--- src/rtl/ads_mv_display.sv ---
// Signed ADC code to millivolt magnitude, iterative BCD conversion, multiplexed 4-digit 7-seg driver.
// Latency: sample accepted at E0, digits and neg committed at E13 (12 double-dabble steps + commit).
// Backpressure: none; a sample arriving mid-conversion is parked in a one-deep, newest-wins buffer.
module ads_mv_display #(
    parameter int SHIFT    = 4,
    parameter int SCAN_DIV = 50000
) (
    input  logic        clk,
    input  logic        rst,
    input  logic [15:0] sample_data,
    input  logic        sample_valid,
    output logic        busy,
    output logic [3:0]  an,
    output logic [6:0]  seg,
    output logic        dp,
    output logic        neg
);

    localparam int CW = (SCAN_DIV > 1) ? $clog2(SCAN_DIV) : 1;

    typedef enum logic [1:0] {IDLE, CONVERT, UPDATE} state_t;

    state_t        state, state_nxt;
    logic [27:0]   sr, sr_nxt;             // {bcd[15:0], bin[11:0]}
    logic [3:0]    iter, iter_nxt;
    logic          cur_neg, cur_neg_nxt;
    logic [15:0]   pend_dat, pend_dat_nxt;
    logic          pend_vld, pend_vld_nxt;
    logic [15:0]   digits, digits_nxt;
    logic          neg_nxt;
    logic          load_en;
    logic [15:0]   load_code;
    logic [16:0]   load_mag;
    logic [CW-1:0] scan_cnt;
    logic [1:0]    scan_idx;
    logic [3:0]    cur_digit;
    logic          cur_blank;

    // 17-bit magnitude so that -32768 becomes +32768 before the shift
    function automatic logic [16:0] mag_of(input logic [15:0] code);
        logic [16:0] ext;
        logic [16:0] abs_v;
        ext   = {code[15], code};
        abs_v = code[15] ? (~ext + 17'd1) : ext;
        return abs_v >> SHIFT;
    endfunction

    // One double-dabble step: correct every BCD nibble >= 5, then shift the whole register left
    function automatic logic [27:0] dabble_step(input logic [27:0] v);
        logic [27:0] a;
        a = v;
        for (int i = 0; i < 4; i++) begin
            if (a[12 + 4*i +: 4] >= 4'd5)
                a[12 + 4*i +: 4] = a[12 + 4*i +: 4] + 4'd3;
        end
        return {a[26:0], 1'b0};
    endfunction

    function automatic logic [6:0] seg_of(input logic [3:0] d);
        case (d)
            4'd0:    return 7'b1000000;
            4'd1:    return 7'b1111001;
            4'd2:    return 7'b0100100;
            4'd3:    return 7'b0110000;
            4'd4:    return 7'b0011001;
            4'd5:    return 7'b0010010;
            4'd6:    return 7'b0000010;
            4'd7:    return 7'b1111000;
            4'd8:    return 7'b0000000;
            4'd9:    return 7'b0010000;
            default: return 7'b1111111;
        endcase
    endfunction

    // Next-state, conversion datapath, pending buffer and commit
    always_comb begin
        state_nxt    = state;
        sr_nxt       = sr;
        iter_nxt     = iter;
        cur_neg_nxt  = cur_neg;
        pend_dat_nxt = pend_dat;
        pend_vld_nxt = pend_vld;
        digits_nxt   = digits;
        neg_nxt      = neg;
        load_en      = 1'b0;
        load_code    = sample_data;
        case (state)
            IDLE: begin
                if (sample_valid) load_en = 1'b1;
            end
            CONVERT: begin
                sr_nxt   = dabble_step(sr);
                iter_nxt = iter + 4'd1;
                if (iter == 4'd11) state_nxt = UPDATE;
                if (sample_valid) begin
                    pend_dat_nxt = sample_data;
                    pend_vld_nxt = 1'b1;
                end
            end
            UPDATE: begin
                digits_nxt   = sr[27:12];
                neg_nxt      = cur_neg;
                // a live strobe is newer than anything parked, so the parked sample is dropped
                pend_vld_nxt = 1'b0;
                if (sample_valid) begin
                    load_en = 1'b1;
                end else if (pend_vld) begin
                    load_en   = 1'b1;
                    load_code = pend_dat;
                end else begin
                    state_nxt = IDLE;
                end
            end
            default: state_nxt = IDLE;
        endcase
        load_mag = mag_of(load_code);
        if (load_en) begin
            sr_nxt      = {16'd0, load_mag[11:0]};
            iter_nxt    = 4'd0;
            cur_neg_nxt = load_code[15] && (load_mag != 17'd0);
            state_nxt   = CONVERT;
        end
    end

    // Digit for the current scan slot, taken from the post-commit digit values, with leading-zero blanking
    always_comb begin
        cur_digit = digits_nxt[4*scan_idx +: 4];
        cur_blank = 1'b0;
        case (scan_idx)
            2'd3: cur_blank = (digits_nxt[15:12] == 4'd0);
            2'd2: cur_blank = (digits_nxt[15:8] == 8'd0);
            2'd1: cur_blank = (digits_nxt[15:4] == 12'd0);
            default: cur_blank = 1'b0;
        endcase
    end

    // State, datapath and registered outputs
    always_ff @(posedge clk) begin
        if (rst) begin
            state    <= IDLE;
            sr       <= '0;
            iter     <= '0;
            cur_neg  <= 1'b0;
            pend_dat <= '0;
            pend_vld <= 1'b0;
            digits   <= '0;
            scan_cnt <= '0;
            scan_idx <= '0;
            busy     <= 1'b0;
            an       <= 4'b1111;
            seg      <= 7'b1111111;
            dp       <= 1'b1;
            neg      <= 1'b0;
        end else begin
            state    <= state_nxt;
            sr       <= sr_nxt;
            iter     <= iter_nxt;
            cur_neg  <= cur_neg_nxt;
            pend_dat <= pend_dat_nxt;
            pend_vld <= pend_vld_nxt;
            digits   <= digits_nxt;
            if (scan_cnt == CW'(SCAN_DIV - 1)) begin
                scan_cnt <= '0;
                scan_idx <= scan_idx + 2'd1;
            end else begin
                scan_cnt <= scan_cnt + CW'(1);
            end
            busy     <= (state_nxt != IDLE);
            an       <= ~(4'b0001 << scan_idx);
            seg      <= cur_blank ? 7'b1111111 : seg_of(cur_digit);
            dp       <= 1'b1;
            neg      <= neg_nxt;
        end
    end

endmodule

--- config.mk ---
export PLATFORM = sky130hd
export DESIGN_NAME = ads_mv_display
export DESIGN_NICKNAME = d
export VERILOG_FILES = /design/src/rtl/ads_mv_display.sv
export SDC_FILE = /design/constraint.sdc
export NUM_CORES = 1
export LEC_CHECK = 0
export CORE_MARGIN = 2
export CORE_UTILIZATION = 50
export CTS_BUF_LIST = sky130_fd_sc_hd__clkbuf_4
export DETAILED_ROUTE_END_ITERATION = 8
export DONT_BUFFER_PORTS = 1
export SLEW_MARGIN = 20
export SYNTH_ARGS = -nofsm -noshare
export SYNTH_HDL_FRONTEND = slang
export SYNTH_SLANG_ARGS = --single-unit
--- constraint.sdc ---
create_clock -name clk -period 3.61 [get_ports clk]
set_clock_uncertainty 0.2 [all_clocks]
set_input_delay 0.1805 -clock clk [delete_from_list [all_inputs] [get_ports clk]]
set_output_delay 0.1805 -clock clk [all_outputs]
set_load 0.005 [all_outputs]
==> flow_summary.json <==
{
  "outcome": "finished, final reports clean",
  "vias": 3828,
  "core-area_um2": 9639,
  "seqPwrFrac_pct": 61.7,
  "holdWs_ps": 63.23,
  "swShare_pct": 27.20,
  "cp.required_ps": 3780,
  "yosysMostFrequentCell": "dfxtp_1",
  "worst_pin_slew_ps": 866.4,
  "min_period_ps": 2638,
  "yosys-top-cells-area": "dfxtp_1 41%, nand2_1 7.5%, mux2i_1 7.0%, a21oi_1 5.5%, ha_1 5.1%",
  "setup_tns_ps": 0,
  "setup.worst_path.start_class": "flop",
  "relSlewSlack_pct": 42.24,
  "r2r_end": "sr[6]",
  "grt_pass1_wl_mm": 16.71,
  "hold_class": "input pin to flop",
  "p_int_w": 0.001351,
  "synth-seq-cells": 99,
  "cts_max_path_buffers": 2,
  "grtUsageTotal_pct": 19.84,
  "drv_cap": 0,
  "clk_latency_ps": 440,
  "arrival_ps": 2810,
  "switchingPower_w": 0.0005045,
  "yosysSeqAreaShare_pct": 40.60,
  "drive_above_1_share_pct": 5.593,
  "layout.nets": 624,
  "synth_top_cell_area_share_pct": 40.60,
  "clock-sinks": 99,
  "gp_congestion": 0.8152,
  "cts_root_buffer": "clkbuf_4",
  "cts_resized": 0,
  "fp-row-count": 36,
  "vias_per_cell": 5.295,
  "synth_edf_count": 0,
  "die_x_um": 102.8,
  "clkPwrFrac_pct": 29.4,
  "startpoint": "state[0]",
  "cp_max_fo": 15,
  "synthesis.area_um2": 4881,
  "cts_buffers": 9,
  "crit_end": "sr[6]",
  "synth-main-ff-cell": "dfxtp_1",
  "die_h_um": 102.8,
  "drtIter0Drc": 104,
  "async_flop_share_pct": 0,
  "routed_wl_mm": 9.798,
  "clkSlewWorstSetupHoldPaths_ps": 160,
  "hold_viol_final": 0,
  "comb_power_share_pct": 8.9,
  "period_share_pct": 73.06,
  "syn_inst": 580,
  "grt_max_degree": 53,
  "irDropWorstVdd_mv": 0.2315,
  "n_antenna_cell": 0,
  "syn_area_per_cell_um2": 8.415,
  "fmax_mhz": 379.1,
  "leakage_nw": 2.142,
  "utilization_pct": 54.61,
  "post_cts_buffers": 0,
  "ff2ff_path_depth": 8,
  "rrSetupSlack_ps": 970,
  "antenna_found_initial": 0,
  "synth_common_cells": "99 x dfxtp_1, 98 x nand2_1, 61 x nor2_1, 54 x a21oi_1, 34 x mux2i_1",
  "wire_per_inst_um": 13.55,
  "setup_viol": 0,
  "power.density_nw_per_um2": 352.4,
  "reg2reg_from": "state[0]",
  "cts_tree": "yes",
  "synth_fp_nets": 619,
  "die-area_um2": 10570,
  "area_growth_syn_to_layout_pct": 7.844,
  "finalMaxSlewViolations": 0,
  "end_kind": "flop",
  "firstDrtPassIters": 5,
  "synth_cell_types": 48,
  "io_pins": 33,
  "overflow": 0,
  "yosysWarningCount": 0,
  "yosysTopAreaCell": "dfxtp_1",
  "start_util_pct": 50.64,
  "dp_hpwl_mm": 6.902,
  "hp-start": "sample_data[15]",
  "grt_pass1_vias": 3673,
  "rsz0062_at_grt": "no",
  "criticalPathCategory": "flop to flop",
  "antenna_left": 0,
  "ctsHtreeMaxLevel": 3,
  "drc": 0,
  "numPortBuffers": 0
}
-- kinds of logic (layout without fill, tap and decap cells) --
logic type      count (synthesis)  after routing  synth area share [%]
compound gates                 99             99                 11.87
simple gates                  239            239                 22.33
fa+ha+maj                      20             20                 5.127
buf+inv                        45             55                 4.152
xor+xnor                       35             35                 6.280
mux                            42             42                 9.561
flops                          99             99                 40.60
other cells                     1              1               0.07683
-- critical path: stages (launching register included) --
cell	delay, ps
dfxtp_1	430
nand4bb_1	150
buf_4	260
mux2_2	410
o211ai_1	150
xor2_1	160
dlygate4sd3_1	550
nor2_1	40
a311oi_1	230
-- worst min-delay path by stage --
| stage | endpoint | slack (ps) | depth (start not counted) |
|---|---|---|---|
| final | sr[2] | 60 | 4 |
| after global routing | sr[3] | 70 | 3 |
| after CTS | sr[10] | 50 | 3 |
| after detailed placement | scan_cnt[2] | 60 | 1 |
| after global placement | scan_cnt[2] | 60 | 1 |
| after floorplan | pend_dat[14] | 120 | 2 |
-- flip-flops by register name (all words and copies together) (netlist names) --
name,flops
an,4
busy,1
cur_neg,1
digits,16
iter,4
neg,1
pend_dat,16
pend_vld,1
scan_cnt,16
scan_idx,2
seg,7
sr,28
state,2
-- power by group through the flow --
| stage | Sequential, W | Clock, W | Combinational, W |
|---|---|---|---|
| after global placement | 0.00117 | 0 | 0.000135 |
| final | 0.00114 | 0.000545 | 0.000166 |
| after floorplan | 0.00116 | 0 | 0.000120 |
| after CTS | 0.00114 | 0.000566 | 0.000168 |
| after global routing | 0.00115 | 0.000608 | 0.000188 |
| after detailed placement | 0.00117 | 0 | 0.000137 |
-- metal layers --
| metal | vias to the layer above | GRT usage [%] | routed length, um |
|---|---|---|---|
| li1 | 2003 | - | - |
| met1 | 1766 | 24.56 | 4595 |
| met2 | 46 | 35.19 | 4812 |
| met3 | 13 | 2.780 | 221 |
| met4 | 0 | 7.287 | 169 |
| met5 | - | 0 | 0 |
-- timing repair --
action / 4_1_cts / 5_1_grt
endpoints found under the hold margin: 64 / 0
hold buffers: 20 / 0
endpoints found under the setup margin: 0 / 0
-- layout make-up --
| type | count | area, um2 |
|---|---|---|
| sequential | 99 | 1982 |
| clock buffer | 10 | 75.07 |
| multi-input combinational | 436 | 2699 |
| tap | 133 | 166.4 |
| clock inverter | 6 | 45.04 |
| inverter | 15 | 56.30 |
| fill | 965 | 4375 |
| timing repair buffer | 24 | 240.2 |
-- cells in the final DEF, fill, tap and decap left out, types with 10 or more instances in the layout --
cell type | synthesis | routed
nand2_1 | 98 | 98
xor2_1 | 19 | 19
dlygate4sd3_1 | 0 | 19
nor3_1 | 10 | 10
and3_1 | 13 | 13
xnor2_1 | 16 | 16
dfxtp_1 | 99 | 99
clkbuf_4 | 0 | 10
mux2i_1 | 34 | 34
inv_1 | 14 | 14
o21ai_0 | 19 | 19
ha_1 | 20 | 20
a21oi_1 | 54 | 54
nand3_1 | 19 | 19
nor2_1 | 61 | 61
-- metrics by stage --
stage               total power [W]  setup slack, ps  area (um2)  cells
finish                     0.001855            972.4        5264    723
global route               0.001946            848.8        5264    723
CTS                        0.001879            961.7        5264    723
detailed placement         0.001304             1056        4933    687
global placement           0.001302             1140        4933    687
floorplan                  0.001283             1216        4881    580
Note: power is estimated with default switching activity, not from simulation.
